===== config.mk =====
export PLATFORM = sky130hd
export DESIGN_NAME = router_top2
export DESIGN_NICKNAME = d
export VERILOG_FILES = /design/src/rtl/router_pkg.sv /design/src/rtl/router_fifo.sv /design/src/rtl/router_top2.sv
export SDC_FILE = /design/constraint.sdc
export NUM_CORES = 1
export LEC_CHECK = 0
export CORE_MARGIN = 2
export CORE_UTILIZATION = 40
export DETAILED_ROUTE_END_ITERATION = 12
export PLACE_DENSITY = 0.59
export SLEW_MARGIN = 20
export SYNTH_ARGS = -nofsm -noshare
export SYNTH_HDL_FRONTEND = slang
export SYNTH_SLANG_ARGS = --single-unit

===== constraint.sdc =====
create_clock -name clock -period 7.41 [get_ports clock]
set_clock_uncertainty 0.1 [all_clocks]
set_input_delay 1.482 -clock clock [delete_from_list [all_inputs] [get_ports clock]]
set_output_delay 1.482 -clock clock [all_outputs]
set_load 0.02 [all_outputs]

===== src/rtl/router_pkg.sv =====
// router_pkg: types and constants shared by the packet router.
//   router_state_e : packet FSM states
//   HDR_ADDR_W     : header address field width (header bits [1:0])
//   HDR_LEN_W      : header length field width (header bits [7:2])
//   ADDR_INVALID   : address with no output FIFO; such headers are dropped
//   NUM_PORTS      : number of output FIFOs
package router_pkg;

    localparam int unsigned HDR_ADDR_W = 2;
    localparam int unsigned HDR_LEN_W  = 6;
    localparam int unsigned NUM_PORTS  = 3;

    localparam logic [HDR_ADDR_W-1:0] ADDR_INVALID = 2'b11;

    typedef enum logic [2:0] {
        DECODE_ADDRESS,
        LOAD_FIRST_DATA,
        LOAD_DATA,
        FIFO_FULL_STATE,
        LOAD_AFTER_FULL,
        LOAD_PARITY,
        CHECK_PARITY_ERROR,
        WAIT_TILL_EMPTY
    } router_state_e;

endpackage


===== src/rtl/router_fifo.sv =====
// router_fifo: one output FIFO of the router, DEPTH x (DATA_W+1) bits.
// Bit DATA_W of each word marks a header byte.
//   clock  : rising-edge clock
//   resetn : synchronous reset, active-high
//   flush  : drop all stored bytes (timeout flush), data_out holds
//   we/din : write request and word; ignored while full
//   re     : read request; ignored while empty
//   dout   : registered read data (marker bit stripped)
//   valid  : FIFO holds at least one word
//   full   : FIFO holds DEPTH words
module router_fifo #(
    parameter int unsigned DATA_W = 8,
    parameter int unsigned DEPTH  = 16
) (
    input  logic              clock,
    input  logic              resetn,
    input  logic              flush,
    input  logic              we,
    input  logic [DATA_W:0]   din,
    input  logic              re,
    output logic [DATA_W-1:0] dout,
    output logic              valid,
    output logic              full
);

    localparam int unsigned PTR_W = $clog2(DEPTH);
    localparam int unsigned CNT_W = PTR_W + 1;

    logic [DATA_W:0]  mem [DEPTH];
    logic [PTR_W-1:0] wr_ptr;
    logic [PTR_W-1:0] rd_ptr;
    logic [CNT_W-1:0] count;

    logic             wr_ok_c;
    logic             rd_ok_c;
    logic [CNT_W-1:0] count_next_c;

    // Flags are registered copies of the count, so a write into an empty FIFO
    // and a read from a full FIFO are both honoured in the same cycle.
    always_comb begin
        wr_ok_c      = we && !full;
        rd_ok_c      = re && valid;
        count_next_c = count + CNT_W'(wr_ok_c) - CNT_W'(rd_ok_c);
    end

    // Storage array, no reset needed.
    always_ff @(posedge clock) begin
        if (wr_ok_c) begin
            mem[wr_ptr] <= din;
        end
    end

    // Pointers, flags and read data.
    always_ff @(posedge clock) begin
        if (resetn) begin
            wr_ptr <= '0;
            rd_ptr <= '0;
            count  <= '0;
            valid  <= 1'b0;
            full   <= 1'b0;
            dout   <= '0;
        end else if (flush) begin
            wr_ptr <= '0;
            rd_ptr <= '0;
            count  <= '0;
            valid  <= 1'b0;
            full   <= 1'b0;
        end else begin
            if (wr_ok_c) begin
                wr_ptr <= wr_ptr + PTR_W'(1);
            end
            if (rd_ok_c) begin
                rd_ptr <= rd_ptr + PTR_W'(1);
                dout   <= mem[rd_ptr][DATA_W-1:0];
            end
            count <= count_next_c;
            valid <= (count_next_c != '0);
            full  <= (count_next_c == CNT_W'(DEPTH));
        end
    end

endmodule


===== src/rtl/router_top2.sv =====
// router_top2: 1-to-3 packet router. Accepts header/payload/parity byte
// streams, steers each packet into the output FIFO chosen by the header
// address and checks the trailing parity byte.
//   clock           : rising-edge clock
//   resetn          : synchronous reset, active-high
//   read_enb_0/1/2  : consumer read requests
//   data_in         : packet byte stream
//   pkt_valid       : high on header and payload, low on the parity byte
//   data_out_0/1/2  : registered FIFO read data
//   valid_out_0/1/2 : FIFO not empty
//   error           : parity mismatch on the last packet
//   busy            : source must hold data_in while high
// Build option ROUTER_SOFT_RESET_EN: flush a FIFO after SOFT_RST_CYCLES
// consecutive cycles of valid_out high with no read.
module router_top2
    import router_pkg::*;
#(
    parameter int unsigned DATA_W          = 8,
    parameter int unsigned FIFO_DEPTH      = 16,
    parameter int unsigned SOFT_RST_CYCLES = 30
) (
    input  logic              clock,
    input  logic              resetn,
    input  logic              read_enb_0,
    input  logic              read_enb_1,
    input  logic              read_enb_2,
    input  logic [DATA_W-1:0] data_in,
    input  logic              pkt_valid,
    output logic [DATA_W-1:0] data_out_0,
    output logic [DATA_W-1:0] data_out_1,
    output logic [DATA_W-1:0] data_out_2,
    output logic              valid_out_0,
    output logic              valid_out_1,
    output logic              valid_out_2,
    output logic              error,
    output logic              busy
);

`ifdef ROUTER_SOFT_RESET_EN
    localparam bit SOFT_RST_EN = 1'b1;
`else
    localparam bit SOFT_RST_EN = 1'b0;
`endif
    localparam int unsigned TMR_W = $clog2(SOFT_RST_CYCLES + 1);

    router_state_e           state, next_state;
    logic [HDR_ADDR_W-1:0]   addr_q, addr_next;
    logic [DATA_W-1:0]       hdr_q, hdr_next;
    logic [DATA_W-1:0]       hold_q, hold_next;
    logic [DATA_W-1:0]       pcalc_q, pcalc_next;
    logic [DATA_W-1:0]       ppkt_q, ppkt_next;
    logic                    pend_q, pend_next;
    logic                    error_next;

    logic                    fifo_we_c;
    logic [DATA_W:0]         fifo_din_c;
    logic [HDR_ADDR_W-1:0]   in_addr_c;
    logic [3:0]              valid_pad_c;
    logic [3:0]              full_pad_c;

    logic [NUM_PORTS-1:0]    read_enb_v;
    logic [NUM_PORTS-1:0]    valid_v;
    logic [NUM_PORTS-1:0]    full_v;
    logic [NUM_PORTS-1:0]    flush_v;
    logic [DATA_W-1:0]       dout_v [NUM_PORTS];

    assign read_enb_v  = {read_enb_2, read_enb_1, read_enb_0};
    assign data_out_0  = dout_v[0];
    assign data_out_1  = dout_v[1];
    assign data_out_2  = dout_v[2];
    assign valid_out_0 = valid_v[0];
    assign valid_out_1 = valid_v[1];
    assign valid_out_2 = valid_v[2];

    // Padded to four entries so the invalid address indexes a constant 0.
    assign in_addr_c   = data_in[HDR_ADDR_W-1:0];
    assign valid_pad_c = {1'b0, valid_v};
    assign full_pad_c  = {1'b0, full_v};

    // Next-state, datapath updates and FIFO write strobe.
    always_comb begin
        next_state = state;
        addr_next  = addr_q;
        hdr_next   = hdr_q;
        hold_next  = hold_q;
        pcalc_next = pcalc_q;
        ppkt_next  = ppkt_q;
        pend_next  = pend_q;
        error_next = error;
        fifo_we_c  = 1'b0;
        fifo_din_c = '0;

        case (state)
            DECODE_ADDRESS: begin
                if (pkt_valid && (in_addr_c != ADDR_INVALID)) begin
                    addr_next  = in_addr_c;
                    hdr_next   = data_in;
                    pcalc_next = data_in;
                    pend_next  = 1'b0;
                    error_next = 1'b0;
                    next_state = valid_pad_c[in_addr_c] ? WAIT_TILL_EMPTY
                                                        : LOAD_FIRST_DATA;
                end
            end
            WAIT_TILL_EMPTY: begin
                if (!valid_pad_c[addr_q]) begin
                    next_state = LOAD_FIRST_DATA;
                end
            end
            LOAD_FIRST_DATA: begin
                fifo_we_c  = 1'b1;
                fifo_din_c = {1'b1, hdr_q};
                next_state = LOAD_DATA;
            end
            LOAD_DATA: begin
                if (!pkt_valid) begin
                    ppkt_next  = data_in;
                    next_state = LOAD_PARITY;
                end else if (full_pad_c[addr_q]) begin
                    // Source has already advanced; keep the byte for later.
                    hold_next  = data_in;
                    pcalc_next = pcalc_q ^ data_in;
                    next_state = FIFO_FULL_STATE;
                end else begin
                    fifo_we_c  = 1'b1;
                    fifo_din_c = {1'b0, data_in};
                    pcalc_next = pcalc_q ^ data_in;
                end
            end
            FIFO_FULL_STATE: begin
                if (!full_pad_c[addr_q]) begin
                    next_state = pend_q ? LOAD_PARITY : LOAD_AFTER_FULL;
                end
            end
            LOAD_AFTER_FULL: begin
                fifo_we_c  = 1'b1;
                fifo_din_c = {1'b0, hold_q};
                if (pkt_valid) begin
                    next_state = LOAD_DATA;
                end else begin
                    ppkt_next  = data_in;
                    next_state = LOAD_PARITY;
                end
            end
            LOAD_PARITY: begin
                if (full_pad_c[addr_q]) begin
                    pend_next  = 1'b1;
                    next_state = FIFO_FULL_STATE;
                end else begin
                    fifo_we_c  = 1'b1;
                    fifo_din_c = {1'b0, ppkt_q};
                    pend_next  = 1'b0;
                    next_state = CHECK_PARITY_ERROR;
                end
            end
            CHECK_PARITY_ERROR: begin
                error_next = (pcalc_q != ppkt_q);
                next_state = DECODE_ADDRESS;
            end
            default: begin
                next_state = DECODE_ADDRESS;
            end
        endcase
    end

    // FSM and datapath registers; busy is registered from the next state.
    always_ff @(posedge clock) begin
        if (resetn) begin
            state   <= DECODE_ADDRESS;
            addr_q  <= '0;
            hdr_q   <= '0;
            hold_q  <= '0;
            pcalc_q <= '0;
            ppkt_q  <= '0;
            pend_q  <= 1'b0;
            error   <= 1'b0;
            busy    <= 1'b0;
        end else begin
            state   <= next_state;
            addr_q  <= addr_next;
            hdr_q   <= hdr_next;
            hold_q  <= hold_next;
            pcalc_q <= pcalc_next;
            ppkt_q  <= ppkt_next;
            pend_q  <= pend_next;
            error   <= error_next;
            busy    <= (next_state != DECODE_ADDRESS) && (next_state != LOAD_DATA);
        end
    end

    for (genvar i = 0; i < NUM_PORTS; i++) begin : g_port
        logic [TMR_W-1:0] idle_cnt;

        // Counts consecutive unread cycles; constant-folded away when disabled.
        always_ff @(posedge clock) begin
            if (resetn || flush_v[i] || !valid_v[i] || read_enb_v[i]) begin
                idle_cnt <= '0;
            end else begin
                idle_cnt <= idle_cnt + TMR_W'(1);
            end
        end

        assign flush_v[i] = SOFT_RST_EN && valid_v[i] && !read_enb_v[i] &&
                            (idle_cnt == TMR_W'(SOFT_RST_CYCLES - 1));

        router_fifo #(
            .DATA_W (DATA_W),
            .DEPTH  (FIFO_DEPTH)
        ) u_fifo (
            .clock  (clock),
            .resetn (resetn),
            .flush  (flush_v[i]),
            .we     (fifo_we_c && (addr_q == HDR_ADDR_W'(i))),
            .din    (fifo_din_c),
            .re     (read_enb_v[i]),
            .dout   (dout_v[i]),
            .valid  (valid_v[i]),
            .full   (full_v[i])
        );
    end

endmodule


==> key figures <==
Run status
  – Outcome: finished clean

Floorplanning
  – Vert. Die Dim: 227 um
  – Number of rows created at floorplan: 81
  – Core ar.: 49,100 um^2
  – Boundary Pins: 43
  – Overall die area: 51,500 um^2
  – Initial standard-cell utilization of the core: 40.6%
  – Die Span X: 227 um

STA
  – Post-layout min period: 4900 ps
  – Final slew viol count: 0
  – Hold Worst Slack: 361 ps
  – Final hold vios: 0
  – Setup repair after global routing missed its margin: false
  – Min setup slack post-route: 2510 ps
  – Max transition margin: 29.1%
  – Number of setup violations in the final report: 0
  – Final sum of negative setup slack: 0 ps
  – Max Clk Rate: 0.204 GHz
  – Measured slew at the worst slew-check pin: 1060 ps
  – Tcrit/Tclk final: 66.2%

Yosys
  – Commonest cells in the netlist: sky130_fd_sc_hd__edfxtp_1 (384), sky130_fd_sc_hd__mux2i_1 (149), sky130_fd_sc_hd__dfxtp_1 (107)
  – Cell Area, Synth: 19,900 um^2
  – Synth top area cells: sky130_fd_sc_hd__edfxtp_1 (58%), sky130_fd_sc_hd__dfxtp_1 (11%), sky130_fd_sc_hd__mux2i_1 (7.5%)
  – Number of synthesized flops with an enable pin: 384
  – Prevailing post-synth register cell: sky130_fd_sc_hd__edfxtp_1
  – Area fraction of the dominant cell type after synthesis: 58.0%
  – Synthesized flop and latch total: 491
  – Number of unique standard cell types used by synthesis: 53
  – Async set or reset register ratio after synthesis: 0%
  – Leading area contributor after synthesis: sky130_fd_sc_hd__edfxtp_1
  – Synthesized net count: 1,403
  – YS warnings: 0
  – Number of instances in the synthesized netlist: 1,356
  – Dominant cell by count in the synthesized netlist: sky130_fd_sc_hd__edfxtp_1
  – Syn Area/Cell: 14.7 um^2
  – Sequential area share after synthesis: 68.7%

Place
  – Placer's final routability congestion estimate: 0.793
  – Detailed placer's ending HPWL: 27,700 um
  – Place WS: 1830 ps
  – Count of input and output buffers: 42

Cells and area
  – Area growth from synthesis to layout: 14.0%
  – Share of the core filled with cells: 46.2%
  – Layout cells sized above 1: 10.2%
  – N_diodes: 0
  – Layout Nets: 1,439

Clock network
  – Num CTS Buffers: 51
  – Hold buffer count at cts: 0
  – Number of H-tree levels: 2
  – Number of buffers between clock root and the deepest sink: 3
  – Total clock sinks: 491
  – Count of buffers added by post-CTS timing repair for setup: 0
  – TritonCTS clock tree: done
  – Clk root buf: sky130_fd_sc_hd__clkbuf_16
  – Clock latency at the later pin of the worst-skew pair: 580 ps
  – Clock-pin slew on the worst setup and hold paths: 60 ps
  – CTS resizes: 0

Job
  – Maxcap violations: 0

Worst setup path
  – Startpoint class of the critical path: input port
  – Crit Path Max Fanout: 17
  – Worst path bufs/invs: 1
  – Worst stage delay on the critical path: 960 ps
  – Worst Reg2Reg Path Length in Cells: 4
  – Cells along the critical path: clkdlybuf4s50_1 > nand4bb_1 > a2111oi_4 > nand2_1 > nor3_1
  – Critical path's top delay family: simple AND/OR/NAND/NOR gates
  – Classification of the worst setup path: input port to flop
  – Required time of the critical path: 7500 ps
  – Instance count on the critical path: 5
  – Internal reg-to-reg setup slack: 3410 ps
  – Worst setup path startpoint: pkt_valid
  – Highest-delay cell along the critical path: sky130_fd_sc_hd__a2111oi_4
  – Critical R2R Launch: state[2]
  – Data arrival time at the worst-slack endpoint: 4990 ps
  – Kind of capture point of the worst setup path: flop

Power
  – Cell internal power dissipation: 5.08 mW
  – Clk pwr share: 36.2%
  – Maximum vdd ir drop: 184 uV
  – Fraction of power spent switching nets: 27.0%
  – P per Cell Area: 307 nW/um^2
  – Net switching power figure: 1.88 mW
  – Total chip power: 6.96 mW
  – Leakage power of the design: 7.29 nW
  – Comb pwr share: 16.2%
  – Share of power burned in registers: 47.5%

GRT
  – Number of global-route vias before repair: 11.3k
  – Initial antenna violation count: 1
  – Maximum number of pins on one net before global-route repair: 60
  – Overflow after GRT: 0
  – Wire length of the first global-routing pass: 69,000 um
  – Global-route usage over all layers: 17.9%

Min path
  – Hold path depth: 2
  – Startpoint of the lowest-slack hold path: hdr_q[3]
  – Path type of the worst min-delay path: flop to flop

Detailed routing
  – First DRT Iteration DRCs: 910
  – Number of optimization iterations in the first detailed-route pass: 7
  – Final wirelength: 45,300 um
  – ANT nets after route: 0
  – Per-cell via count in the routed design: 5.41
  – Detailed-route wire length per cell: 21.6 um
  – Overall via count from detail_route: 11.4k
  – Number of design rule violations left after detail routing: 0
cells by family (layout without fill, tap and decap cells):
logic type	count (synthesis)	in the layout	synth area share [%]
compound gates	251	251	8.81
xor+xnor	34	34	1.50
fa+ha+maj	33	33	2.19
buf+inv	109	187	2.20
flops	491	491	68.7
mux	176	176	10.4
simple gates	262	262	6.20
power by group through the flow:
| stage | Clock [mW] | Combinational (mW) | Sequential [mW] |
|---|---|---|---|
| after floorplan | 0 | 0.791 | 3.31 |
| after global placement | 0 | 1.11 | 3.37 |
| after detailed placement | 0 | 1.13 | 3.37 |
| after CTS | 2.56 | 1.14 | 3.31 |
| after global routing | 2.67 | 1.24 | 3.33 |
| final | 2.52 | 1.13 | 3.31 |
worst min-delay path, cell delays in order (launching register included):
cell and delay (ps):
sky130_fd_sc_hd__dfxtp_1 310, sky130_fd_sc_hd__nand2_1 50, sky130_fd_sc_hd__a21oi_1 50
metrics by stage:
step           cells  cell area (um^2)
6_report        2098             22700
5_1_grt         2098             22700
4_1_cts         2098             22700
3_5_place_dp    2003             21000
3_3_place_gp    2003             21000
2_1_floorplan   1356             19900
layer usage:
layer,GRT usage [%],up-vias,share of wire [%]
met4,6.51,2,2.8
met5,0,-,0.029
met3,2.28,83,3.9
li1,-,5270,-
met2,28.4,250,47
met1,25.3,5754,46
cell type report:
cell class	instances	area, um^2
clock inverter	28	225
tap	664	831
inverter	33	124
clock buffer	67	1440
fill	4344	26400
sequential	491	13700
timing repair buffer	59	546
multi-input combinational	756	5840
cell usage in the layout (no fill, tap or decap), types with 10 or more instances in the layout:
cell / netlist / layout
sky130_fd_sc_hd__a21oi_1: 49 / 49
sky130_fd_sc_hd__a22o_1: 21 / 21
sky130_fd_sc_hd__a22oi_1: 59 / 59
sky130_fd_sc_hd__a32oi_1: 27 / 27
sky130_fd_sc_hd__and3_1: 20 / 20
sky130_fd_sc_hd__buf_4: 0 / 18
sky130_fd_sc_hd__clkbuf_16: 0 / 53
sky130_fd_sc_hd__clkdlybuf4s50_1: 0 / 41
sky130_fd_sc_hd__clkinv_1: 3 / 11
sky130_fd_sc_hd__clkinv_2: 0 / 12
sky130_fd_sc_hd__dfxtp_1: 107 / 104
sky130_fd_sc_hd__edfxtp_1: 384 / 384
sky130_fd_sc_hd__ha_1: 30 / 30
sky130_fd_sc_hd__inv_1: 30 / 30
sky130_fd_sc_hd__mux2i_1: 149 / 149
sky130_fd_sc_hd__mux4_2: 24 / 24
sky130_fd_sc_hd__nand2_1: 74 / 74
sky130_fd_sc_hd__nand3_1: 19 / 19
sky130_fd_sc_hd__nor2_1: 84 / 84
sky130_fd_sc_hd__nor2b_1: 21 / 19
sky130_fd_sc_hd__nor3_1: 15 / 10
sky130_fd_sc_hd__o21ai_0: 59 / 59
sky130_fd_sc_hd__xnor2_1: 13 / 13
sky130_fd_sc_hd__xor2_1: 21 / 21
sequential cells by signal, indices dropped and copies added (netlist names):
name,count
g_port.u_fifo.mem,384
g_port.u_fifo.dout,24
g_port.u_fifo.count,15
g_port.u_fifo.rd_ptr,12
g_port.u_fifo.wr_ptr,12
hold_q,8
pcalc_q,8
ppkt_q,8
hdr_q,7
g_port.u_fifo.full,3
g_port.u_fifo.valid,3
state,3
addr_q,1
busy,1
error,1
pend_q,1
final timing paths:
| check | endpoint |
|---|---|
| max | g_port[1].u_fifo.mem[1][4] |
| min reg2reg | hdr_q[3] |
| max reg2reg | g_port[1].u_fifo.mem[1][4] |
| min | hdr_q[3] |
No activity file was read; power rests on OpenSTA's default activity.
